### config.mk
export PLATFORM = sky130hd
export DESIGN_NAME = tl_referee
export DESIGN_NICKNAME = d
export VERILOG_FILES = /design/src/rtl/tl_pkg.sv /design/src/rtl/rr_arbiter_4.sv /design/src/rtl/tl_referee.sv
export SDC_FILE = /design/constraint.sdc
export NUM_CORES = 1
export LEC_CHECK = 0
export CELL_PAD_IN_SITES_DETAIL_PLACEMENT = 2
export CELL_PAD_IN_SITES_GLOBAL_PLACEMENT = 2
export CORE_MARGIN = 5
export CORE_UTILIZATION = 37
export DETAILED_ROUTE_END_ITERATION = 16
export DONT_BUFFER_PORTS = 1
export GPL_TIMING_DRIVEN = 0
export PLACE_DENSITY = 0.79
export SYNTH_ARGS = -nofsm -noshare
export SYNTH_HDL_FRONTEND = slang
export SYNTH_HIERARCHICAL = 1
export SYNTH_SLANG_ARGS = --single-unit
### constraint.sdc
create_clock -name clk -period 3.6 [get_ports clk]
set_input_delay 0.9 -clock clk [delete_from_list [all_inputs] [get_ports clk]]
set_output_delay 0.9 -clock clk [all_outputs]
set_load 0.02 [all_outputs]
### src/rtl/tl_pkg.sv
// tl_pkg: shared constants and types for the transaction-layer referee.
//   LINE_SIZE / NUM_PORTS : FIFO line width and port count of the FIFO banks
//   DEST_MSB / DEST_W     : position of the 2-bit destination field in a word
//   state_t               : referee FSM encoding (IDLE/GRANT/STALL)
//   oh2idx()              : one-hot (4 bit) to binary index
package tl_pkg;

    localparam int LINE_SIZE = 12;
    localparam int NUM_PORTS = 4;
    localparam int DEST_MSB  = LINE_SIZE - 1;
    localparam int DEST_W    = 2;

    typedef enum logic [1:0] {
        ST_IDLE  = 2'd0,
        ST_GRANT = 2'd1,
        ST_STALL = 2'd2
    } state_t;

    function automatic logic [1:0] oh2idx(input logic [3:0] oh);
        oh2idx = 2'd0;
        for (int i = 0; i < 4; i++) begin
            if (oh[i]) oh2idx = 2'(i);
        end
    endfunction

endpackage

### src/rtl/rr_arbiter_4.sv
// rr_arbiter_4: combinational 4-way round-robin arbiter.
//   i_req   [3:0] request vector
//   i_ptr   [1:0] highest-priority requester this cycle
//   o_gnt   [3:0] one-hot grant (first request at or above i_ptr, mod 4)
//   o_valid       some request was granted
module rr_arbiter_4
    import tl_pkg::*;
(
    input  logic [3:0] i_req,
    input  logic [1:0] i_ptr,
    output logic [3:0] o_gnt,
    output logic       o_valid
);

    always_comb begin
        o_gnt   = 4'b0000;
        o_valid = 1'b0;
        for (int k = 0; k < 4; k++) begin
            logic [1:0] w_idx;
            w_idx = i_ptr + 2'(k);   // wraps naturally at 2 bits
            if (!o_valid && i_req[w_idx]) begin
                o_gnt[w_idx] = 1'b1;
                o_valid      = 1'b1;
            end
        end
    end

endmodule

### src/rtl/tl_referee.sv
// tl_referee: drains four FWFT input FIFOs and routes each word to one of four
// output FIFOs selected by the word's 2-bit destination field.
//   clk, reset       : clock (rising edge), async active-high reset
//   in_empty         : per-input empty flags
//   in_data          : head words, slice i = [i*LINE_SIZE +: LINE_SIZE]
//   out_almost_full  : per-output almost-full flags
//   pop / push       : registered one-hot strobes to input / output FIFOs
//   data_out         : registered word, valid while push != 0
//   state            : FSM state (0 IDLE, 1 GRANT, 2 STALL), aligned with pop/push
//   grant_cnt        : wrapping count of transferred words
module tl_referee
    import tl_pkg::*;
#(
    parameter int LINE_SIZE = tl_pkg::LINE_SIZE,
    parameter int DEST_MSB  = LINE_SIZE - 1,
    parameter int NUM_PORTS = tl_pkg::NUM_PORTS
) (
    input  logic                           clk,
    input  logic                           reset,
    input  logic [NUM_PORTS-1:0]           in_empty,
    input  logic [NUM_PORTS*LINE_SIZE-1:0] in_data,
    input  logic [NUM_PORTS-1:0]           out_almost_full,
    output logic [NUM_PORTS-1:0]           pop,
    output logic [NUM_PORTS-1:0]           push,
    output logic [LINE_SIZE-1:0]           data_out,
    output logic [1:0]                     state,
    output logic [7:0]                     grant_cnt
);

    logic [3:0]           r_pop, r_push;
    logic [LINE_SIZE-1:0] r_data;
    logic [1:0]           r_ptr;
    logic [7:0]           r_cnt;
    logic                 r_rdy;
    state_t               r_state, w_nstate;

    logic [1:0]           w_dest [4];
    logic [3:0]           w_req, w_gnt;
    logic                 w_valid;
    logic [1:0]           w_win;
    logic [1:0]           w_win_dest;
    logic [LINE_SIZE-1:0] w_win_data;

    // An input whose pop is in flight still shows its old head this cycle,
    // so it sits out one decision. r_rdy holds off grants for the first cycle
    // after reset so the FIFO flags have settled.
    always_comb begin
        for (int i = 0; i < 4; i++) begin
            w_dest[i] = in_data[i*LINE_SIZE + DEST_MSB -: 2];
            w_req[i]  = r_rdy & ~in_empty[i] & ~out_almost_full[w_dest[i]] & ~r_pop[i];
        end
    end

    rr_arbiter_4 u_arb (
        .i_req   (w_req),
        .i_ptr   (r_ptr),
        .o_gnt   (w_gnt),
        .o_valid (w_valid)
    );

    assign w_win      = oh2idx(w_gnt);
    assign w_win_dest = w_dest[w_win];
    assign w_win_data = in_data[int'(w_win)*LINE_SIZE +: LINE_SIZE];

    always_comb begin
        w_nstate = ST_STALL;
        if (&in_empty)    w_nstate = ST_IDLE;
        else if (w_valid) w_nstate = ST_GRANT;
    end

    always_ff @(posedge clk or posedge reset) begin
        if (reset) r_state <= ST_IDLE;
        else       r_state <= w_nstate;
    end

    always_ff @(posedge clk or posedge reset) begin
        if (reset) begin
            r_pop  <= 4'b0000;
            r_push <= 4'b0000;
            r_data <= '0;
            r_ptr  <= 2'd0;
            r_cnt  <= 8'd0;
            r_rdy  <= 1'b0;
        end else begin
            r_rdy <= 1'b1;
            if (w_valid) begin
                r_pop  <= w_gnt;
                r_push <= 4'b0001 << w_win_dest;
                r_data <= w_win_data;
                r_ptr  <= w_win + 2'd1;
                r_cnt  <= r_cnt + 8'd1;
            end else begin
                r_pop  <= 4'b0000;
                r_push <= 4'b0000;
            end
        end
    end

    assign pop       = r_pop;
    assign push      = r_push;
    assign data_out  = r_data;
    assign state     = r_state;
    assign grant_cnt = r_cnt;

endmodule

After elaboration in Yosys (flattened, before gate mapping)
Cells that the tools add are included.
W data, S select, Z words.
{ "op_classes": {"add_sub_neg": 5, "multipliers": 1, "order_cmp": 13, "shift": 2, "muxes": 42, "n_bitwise": 28, "reduce_logical": 11} }
{ "ops": {"columns": ["operator", "n"], "rows": [
  ["$shiftx A48 B7 Y12", 1],
  ["$lt A2 B3 Y1 const B", 8],
  ["$mux W4", 6],
  ["$mux W1", 17],
  ["$bmux W1 S2", 8],
  ["$and A1 B1 Y1", 12],
  ["$mux W2", 6],
  ["$not A1 Y1", 12],
  ["$or A4 B4 Y4", 3],
  ["$add A8 B1 Y8 const B", 1],
  ["$demux W1 S2", 4],
  ["$ge A2 B1 Y1 const B", 4],
  ["$logic_and A1 B1 Y1", 7],
  ["$add A2 B1 Y2 const B", 2],
  ["$add A2 B2 Y2 const B", 2],
  ["$bmux W2 S2", 1],
  ["$mul A2 B2 Y4 const B", 1],
  ["$reduce_and A4 Y1", 1],
  ["$shl A1 B2 Y4 const A", 1],
  ["$ge A3 B3 Y1 const B", 1],
  ["$logic_not A1 Y1", 3],
  ["$not A2 Y3", 1]
]} }
{ "totals": {"register_bits": 33, "output_inout_bits": 30, "wordCells": 109} }

Longest topological paths before layout
{ "depth": {"word_depth": 26, "mapped_depth": 12} }

By module
Netlist, hierarchy kept.
{ "by_module_without_submodules": {"columns": ["mod", "instances", "cells_each", "area_each_um2", "seq_area_each_um2"], "rows": [
  ["tl_referee", 1, 163, 1754.2, 825.8],
  ["rr_arbiter_4", 1, 62, 494.2, 0.0]
]} }

Worst setup path after synthesis
No wires, ideal clock.
{ "synth_path": {"path_kind": "in2reg", "start": "input in_data[22]", "end": "register r_push[3], in the netlist push[3]", "setup_ns": 0.120, "t_arrival_ns": 3.923, "required_time_ns": 3.480, "slack_ns": -0.443, "stages": 10, "path_buffers": 1, "cell_sequence": "mux4_2 nor4b_1 or3b_1 a2111o_1 nand3_2 o2bb2ai_1 buf_6 mux2_4 a221oi_2 and3b_1"} }
{ "synth_via": {"elab_chain_len": 26} }
{ "synth_lines": {"columns": ["element", "line_no", "source"], "rows": [
  ["start: declaration", "tl_referee.sv:21", "input logic [NUM_PORTS*LINE_SIZE-1:0] in_data,"],
  ["$bmux W1 S2 *", "tl_referee.sv:50", "w_req[i] = r_rdy & ~in_empty[i] & ~out_almost_full[w_dest[i]] & ~r_pop[i];"],
  ["$mux W1 (implied by the code) *", "tl_referee.sv:50", null],
  ["$not A1 Y1 *", "tl_referee.sv:50", null],
  ["$and A1 B1 Y1 * (2 in series)", "tl_referee.sv:50", null],
  ["via w_req[1]", "tl_referee.sv:38", "logic [3:0] w_req, w_gnt;"],
  ["$bmux W1 S2", "rr_arbiter_4.sv:21", "if (!o_valid && i_req[w_idx]) begin"],
  ["$mux W1 (implied by the code)", "rr_arbiter_4.sv:21", null],
  ["$mux W1", "rr_arbiter_4.sv:21", null],
  ["[9 not listed]", null, null],
  ["via w_gnt[1]", "tl_referee.sv:38", null],
  ["$mux W1 *", "tl_pkg.sv:22", "if (oh[i]) oh2idx = 2'(i);"],
  ["$mux W2 * (2 in series)", "tl_pkg.sv:22", null],
  ["$not A2 Y3 (implied by the code) *", "tl_referee.sv:62", "assign w_win_dest = w_dest[w_win];"],
  ["$bmux W2 S2 *", "tl_referee.sv:62", null],
  ["$mux W2 (implied by the code) * (2 in series)", "tl_referee.sv:62", null],
  ["$shl A1 B2 Y4 *", "tl_referee.sv:88", "r_push <= 4'b0001 << w_win_dest;"],
  ["$mux W4 *", "tl_referee.sv:86", "if (w_valid) begin"],
  ["end signal: assignment", "tl_referee.sv:88", null],
  ["end: declaration", "tl_referee.sv:30", "logic [3:0] r_pop, r_push;"]
]} }
Mark *: on every way through the listed nets, which the timed path passes. The rest lies on a longest branch. The select of a mux whose other input is x is not followed.
A chain may end at the register's enable or synchronous reset.

Worst setup path in the final report
{ "layout_path": {"start": "input in_data[10]", "end": "register r_data[10], in the netlist data_out[10]"} }
{ "layout_rtl": {"columns": ["element", "line_no", "source"], "rows": [
  ["$bmux W1 S2 *", "tl_referee.sv:50", null],
  ["$mux W1 (implied by the code) *", "tl_referee.sv:50", null],
  ["$not A1 Y1 *", "tl_referee.sv:50", null],
  ["$and A1 B1 Y1 * (2 in series)", "tl_referee.sv:50", null],
  ["via w_req[0]", "tl_referee.sv:38", null],
  ["$bmux W1 S2", "rr_arbiter_4.sv:21", null],
  ["$mux W1 (implied by the code)", "rr_arbiter_4.sv:21", null],
  ["$mux W1", "rr_arbiter_4.sv:21", null],
  ["[5 not listed]", null, null],
  ["$mux W1", "rr_arbiter_4.sv:21", null],
  ["$logic_not A1 Y1", "rr_arbiter_4.sv:21", null],
  ["$logic_and A1 B1 Y1", "rr_arbiter_4.sv:21", null],
  ["$mux W4 *", "rr_arbiter_4.sv:21", null],
  ["via w_gnt[3]", "tl_referee.sv:38", null],
  ["$mux W2 *", "tl_pkg.sv:22", null],
  ["$mul A2 B2 Y4 *", "tl_referee.sv:63", "assign w_win_data = in_data[int'(w_win)*LINE_SIZE +: LINE_SIZE];"],
  ["$shiftx A48 B7 Y12 *", "tl_referee.sv:63", null],
  ["end signal: assignment", "tl_referee.sv:89", "r_data <= w_win_data;"],
  ["end: declaration", "tl_referee.sv:31", "logic [LINE_SIZE-1:0] r_data;"]
]} }
Marks and branches as above.

==> results.md <==
* Antenna violations before repair at 0
* Grt ovf at 0
* Tmin final at 3533 ps
* Via count at 1,845
* DP HPWL at 5415 µm
* Synth cell count leaders: dfrtp_1, nand2_1, nor2_1, mux2i_1, o211ai_1
* Synth area leader: dfrtp_1
* CTS Buf Count at 5
* Tcrit/Tclk final at 0.9813
* Setup-failing EPs final at 0
* Number of max-cap violations at 0
* Fraction of the mapped netlist area in compound gates at 0.1703
* CP Cell Sequence: mux4_2 > nor4b_1 > buf_4 > mux2i_1 > mux2_2 > a221oi_2 > o2bb2ai_1 > clkbuf_4 > nor3b_2 > a221oi_2 > buf_4 > mux2_2
* Power Density at 823.8 nW/µm²
* Initial Utilization at 0.3798
* Bufs on Longest Clock Path at 2
* Port Buffer Count at 0
* P_leak at 1.043 nW
* Post-synthesis net count at 290
* Outcome: finished, final reports clean
* Cell Rows at 28
* Root Driver: clkbuf_8
* F_max at 283.1 MHz
* Fin. Hold Viols at 0
* Final worst setup slack at 67.47 ps
* Post-synth top area share at 0.3673
* Drt total wl at 7006 µm
* Final Instance Area at 2555 µm²
* Post-synth top flop: dfrtp_1
* Die W at 87.96 µm
* Die Y-Extent at 87.96 µm
* CP startpoint kind: input pin
* Placed cell area at 2371 µm²
* Worst-path fanout max at 10
* H-tree levels at 2
* CP Data Arrival Time at 3700 ps
* TritonCTS clock tree: done
* Simple-gate share of the synthesized area at 0.1786
* Cell area after synthesis at 2248 µm²
* Synth Area in XOR/XNOR at 0.02727
* Crit. End Element: flop
* Slew HR at 0.5406
* Critical path class: in2reg
* Yosys warns at 6
* First-pass GRT wire length at 10,880 µm
* Core ar. at 5921 µm²
* Worst r2r path cells at 12
* CP max stage cell: mux4_2
* Gr usage total at 0.1875
* Worst min path class: in2async
* N_diodes at 0
* Setup WS pre-CTS at -529.8 ps
* FF-to-FF End: data_out[10]$_DFFE_PP0P_
* Post-synth EDFFs at 0
* Most numerous cell in the Yosys netlist: dfrtp_1
* Full die area at 7736 µm²
* Mux share of post-synthesis cell area at 0.1625
* DRT antenna net count at 0
* Synth unique cells at 45
* Final RePlAce weighted congestion at 0.8371
* Synth Register Bits at 33
* Largest family of logic cells by synthesized area: simple AND/OR/NAND/NOR gates
* Drt pass-1 iters at 4
* Area Overhead vs Synth at 13.63%
* Fraction of registers with async set/reset at 1.000
* Maximum vdd drop at 0.3230 mV
* Slew Limit Fails at 0
* Share of the yosys chip area belonging to registers at 0.3673
* Synth Area in Adders at 0.03895
* Post-Synthesis Cells at 225
* DR iter-0 viols at 37
* Wirelength per Cell at 22.31 µm
* Ranking of synthesized cells by area: dfrtp_1, mux2i_1, mux4_2
* R2r setup slk at 220 ps
* CTS Sinks at 33
* DRC at 0
* Slowest stage delay, CP at 490 ps
* Clock skew at 5.463 ps
* Clock slew at reported path FFs at 60 ps
* Final net count at 305
* Largest net degree at the start of global routing at 34
* Layout cells sized above 1 at 0.2343
* Syn_area_per_cell at 9.993 µm²
* Slew @ Worst Pin at 688.1 ps
* Req. time, crit path at 3770 ps
* Num ports at 88
* Vias in the first global route at 2,070
* R2r startpoint: r_ptr[1]$_DFFE_PP0P_
* Vias per inst at 5.876
* Worst-Skew Late Latency at 280 ps
==> repair_timing <==
action	CTS	global route
pin swaps	1	2
buffers inserted	3	5
gates resized for setup	1	14
endpoints found under the setup margin	18	18
hold buffers	0	0
endpoints found under the hold margin	0	0
==> cell usage in the layout (no fill, tap or decap), types with 2 or more instances in the layout <==
master,instances
nand2b_1,4
dfrtp_1,33
mux2_2,6
nand4_1,5
buf_2,4
a211oi_2,2
clkbuf_2,2
mux2i_1,16
clkbuf_8,5
nand2_1,26
a221oi_2,4
and3b_1,2
a31o_1,2
xnor2_1,5
mux4_2,5
buf_6,2
clkbuf_1,4
o211ai_1,11
nor4b_4,2
inv_1,7
o22ai_1,6
buf_4,10
nor2_1,18
o22a_1,10
o2bb2ai_1,3
and2_1,5
xor2_1,2
and3_1,2
clkbuf_4,3
ha_1,7
==> per-layer routing <==
metal	up-vias	routed length, µm	global-route usage
met5	-	0	0
met4	0	62	0.04603
met2	67	3446	0.3103
li1	848	-	-
met3	5	720	0.09031
met1	925	2777	0.2191
==> critical path: cells and delay by family <==
family | cells | cell delay, ps
multiplexers | 4 | 1230
buffers and inverters | 3 | 600
AND/OR/NAND/NOR | 2 | 500
AO/OA/AOI/OAI | 3 | 460
==> metrics by stage <==
| stage | hold slack, ps | util | total power [mW] | cells | TNS [ps] |
|---|---|---|---|---|---|
| floorplan | 568.2 | - | 1.550 | 225 | -496.0 |
| global placement | 598.7 | 0.4005 | 1.769 | 300 | -7877 |
| detailed placement | 605.4 | 0.4005 | 1.813 | 300 | -8484 |
| CTS | 619.0 | 0.4182 | 2.086 | 309 | -24.09 |
| global route | 637.4 | 0.4315 | 2.264 | 314 | -36.63 |
| finish | 603.2 | 0.4315 | 2.105 | 314 | 0 |
==> state kept, by name, indices dropped and copies added (netlist names) <==
| register | count |
|---|---|
| data_out | 12 |
| grant_cnt | 8 |
| pop | 4 |
| push | 4 |
| r_ptr | 2 |
| r_rdy | 1 |
| state | 2 |
==> power by group <==
group	switching (mW)	total, mW	internal [mW]
sequential	0.307	0.822	0.515
combinational	0.564	1.03	0.462
clock	0.130	0.257	0.127
total	1.00	2.10	1.10
==> layout make-up <==
class                   instances  area (µm²)
repair buffers                  8       60.06
inverters                       8       30.03
flip-flops and latches         33       825.8
clock buffers                   5       68.82
plain buffers                  17       105.1
multi-input cells             167        1366
clock inverters                 1       5.005
well taps                      75       93.84
fillers                       639        3366
==> cells by family after synthesis <==
kind of cell / Yosys count
and+or+nand+nor: 78
adders and majority gates: 7
xor gates and xnor gates: 7
buffers and inverters: 25
DFF: 33
other: 1
AOI/OAI and AO/OA: 45
muxes: 29
==> worst max path at each step <==
stage,startpoint,endpoint,cells after the start
final,in_data[10],data_out[10]$_DFFE_PP0P_,12
after global routing,in_data[10],data_out[10]$_DFFE_PP0P_,12
after CTS,in_data[46],push[3]$_DFF_PP0_,10
after detailed placement,in_data[46],push[3]$_DFF_PP0_,10
after global placement,in_data[46],push[3]$_DFF_PP0_,10
after floorplan,in_data[22],push[3]$_DFF_PP0_,10
Power figures use the tool's default switching activity.
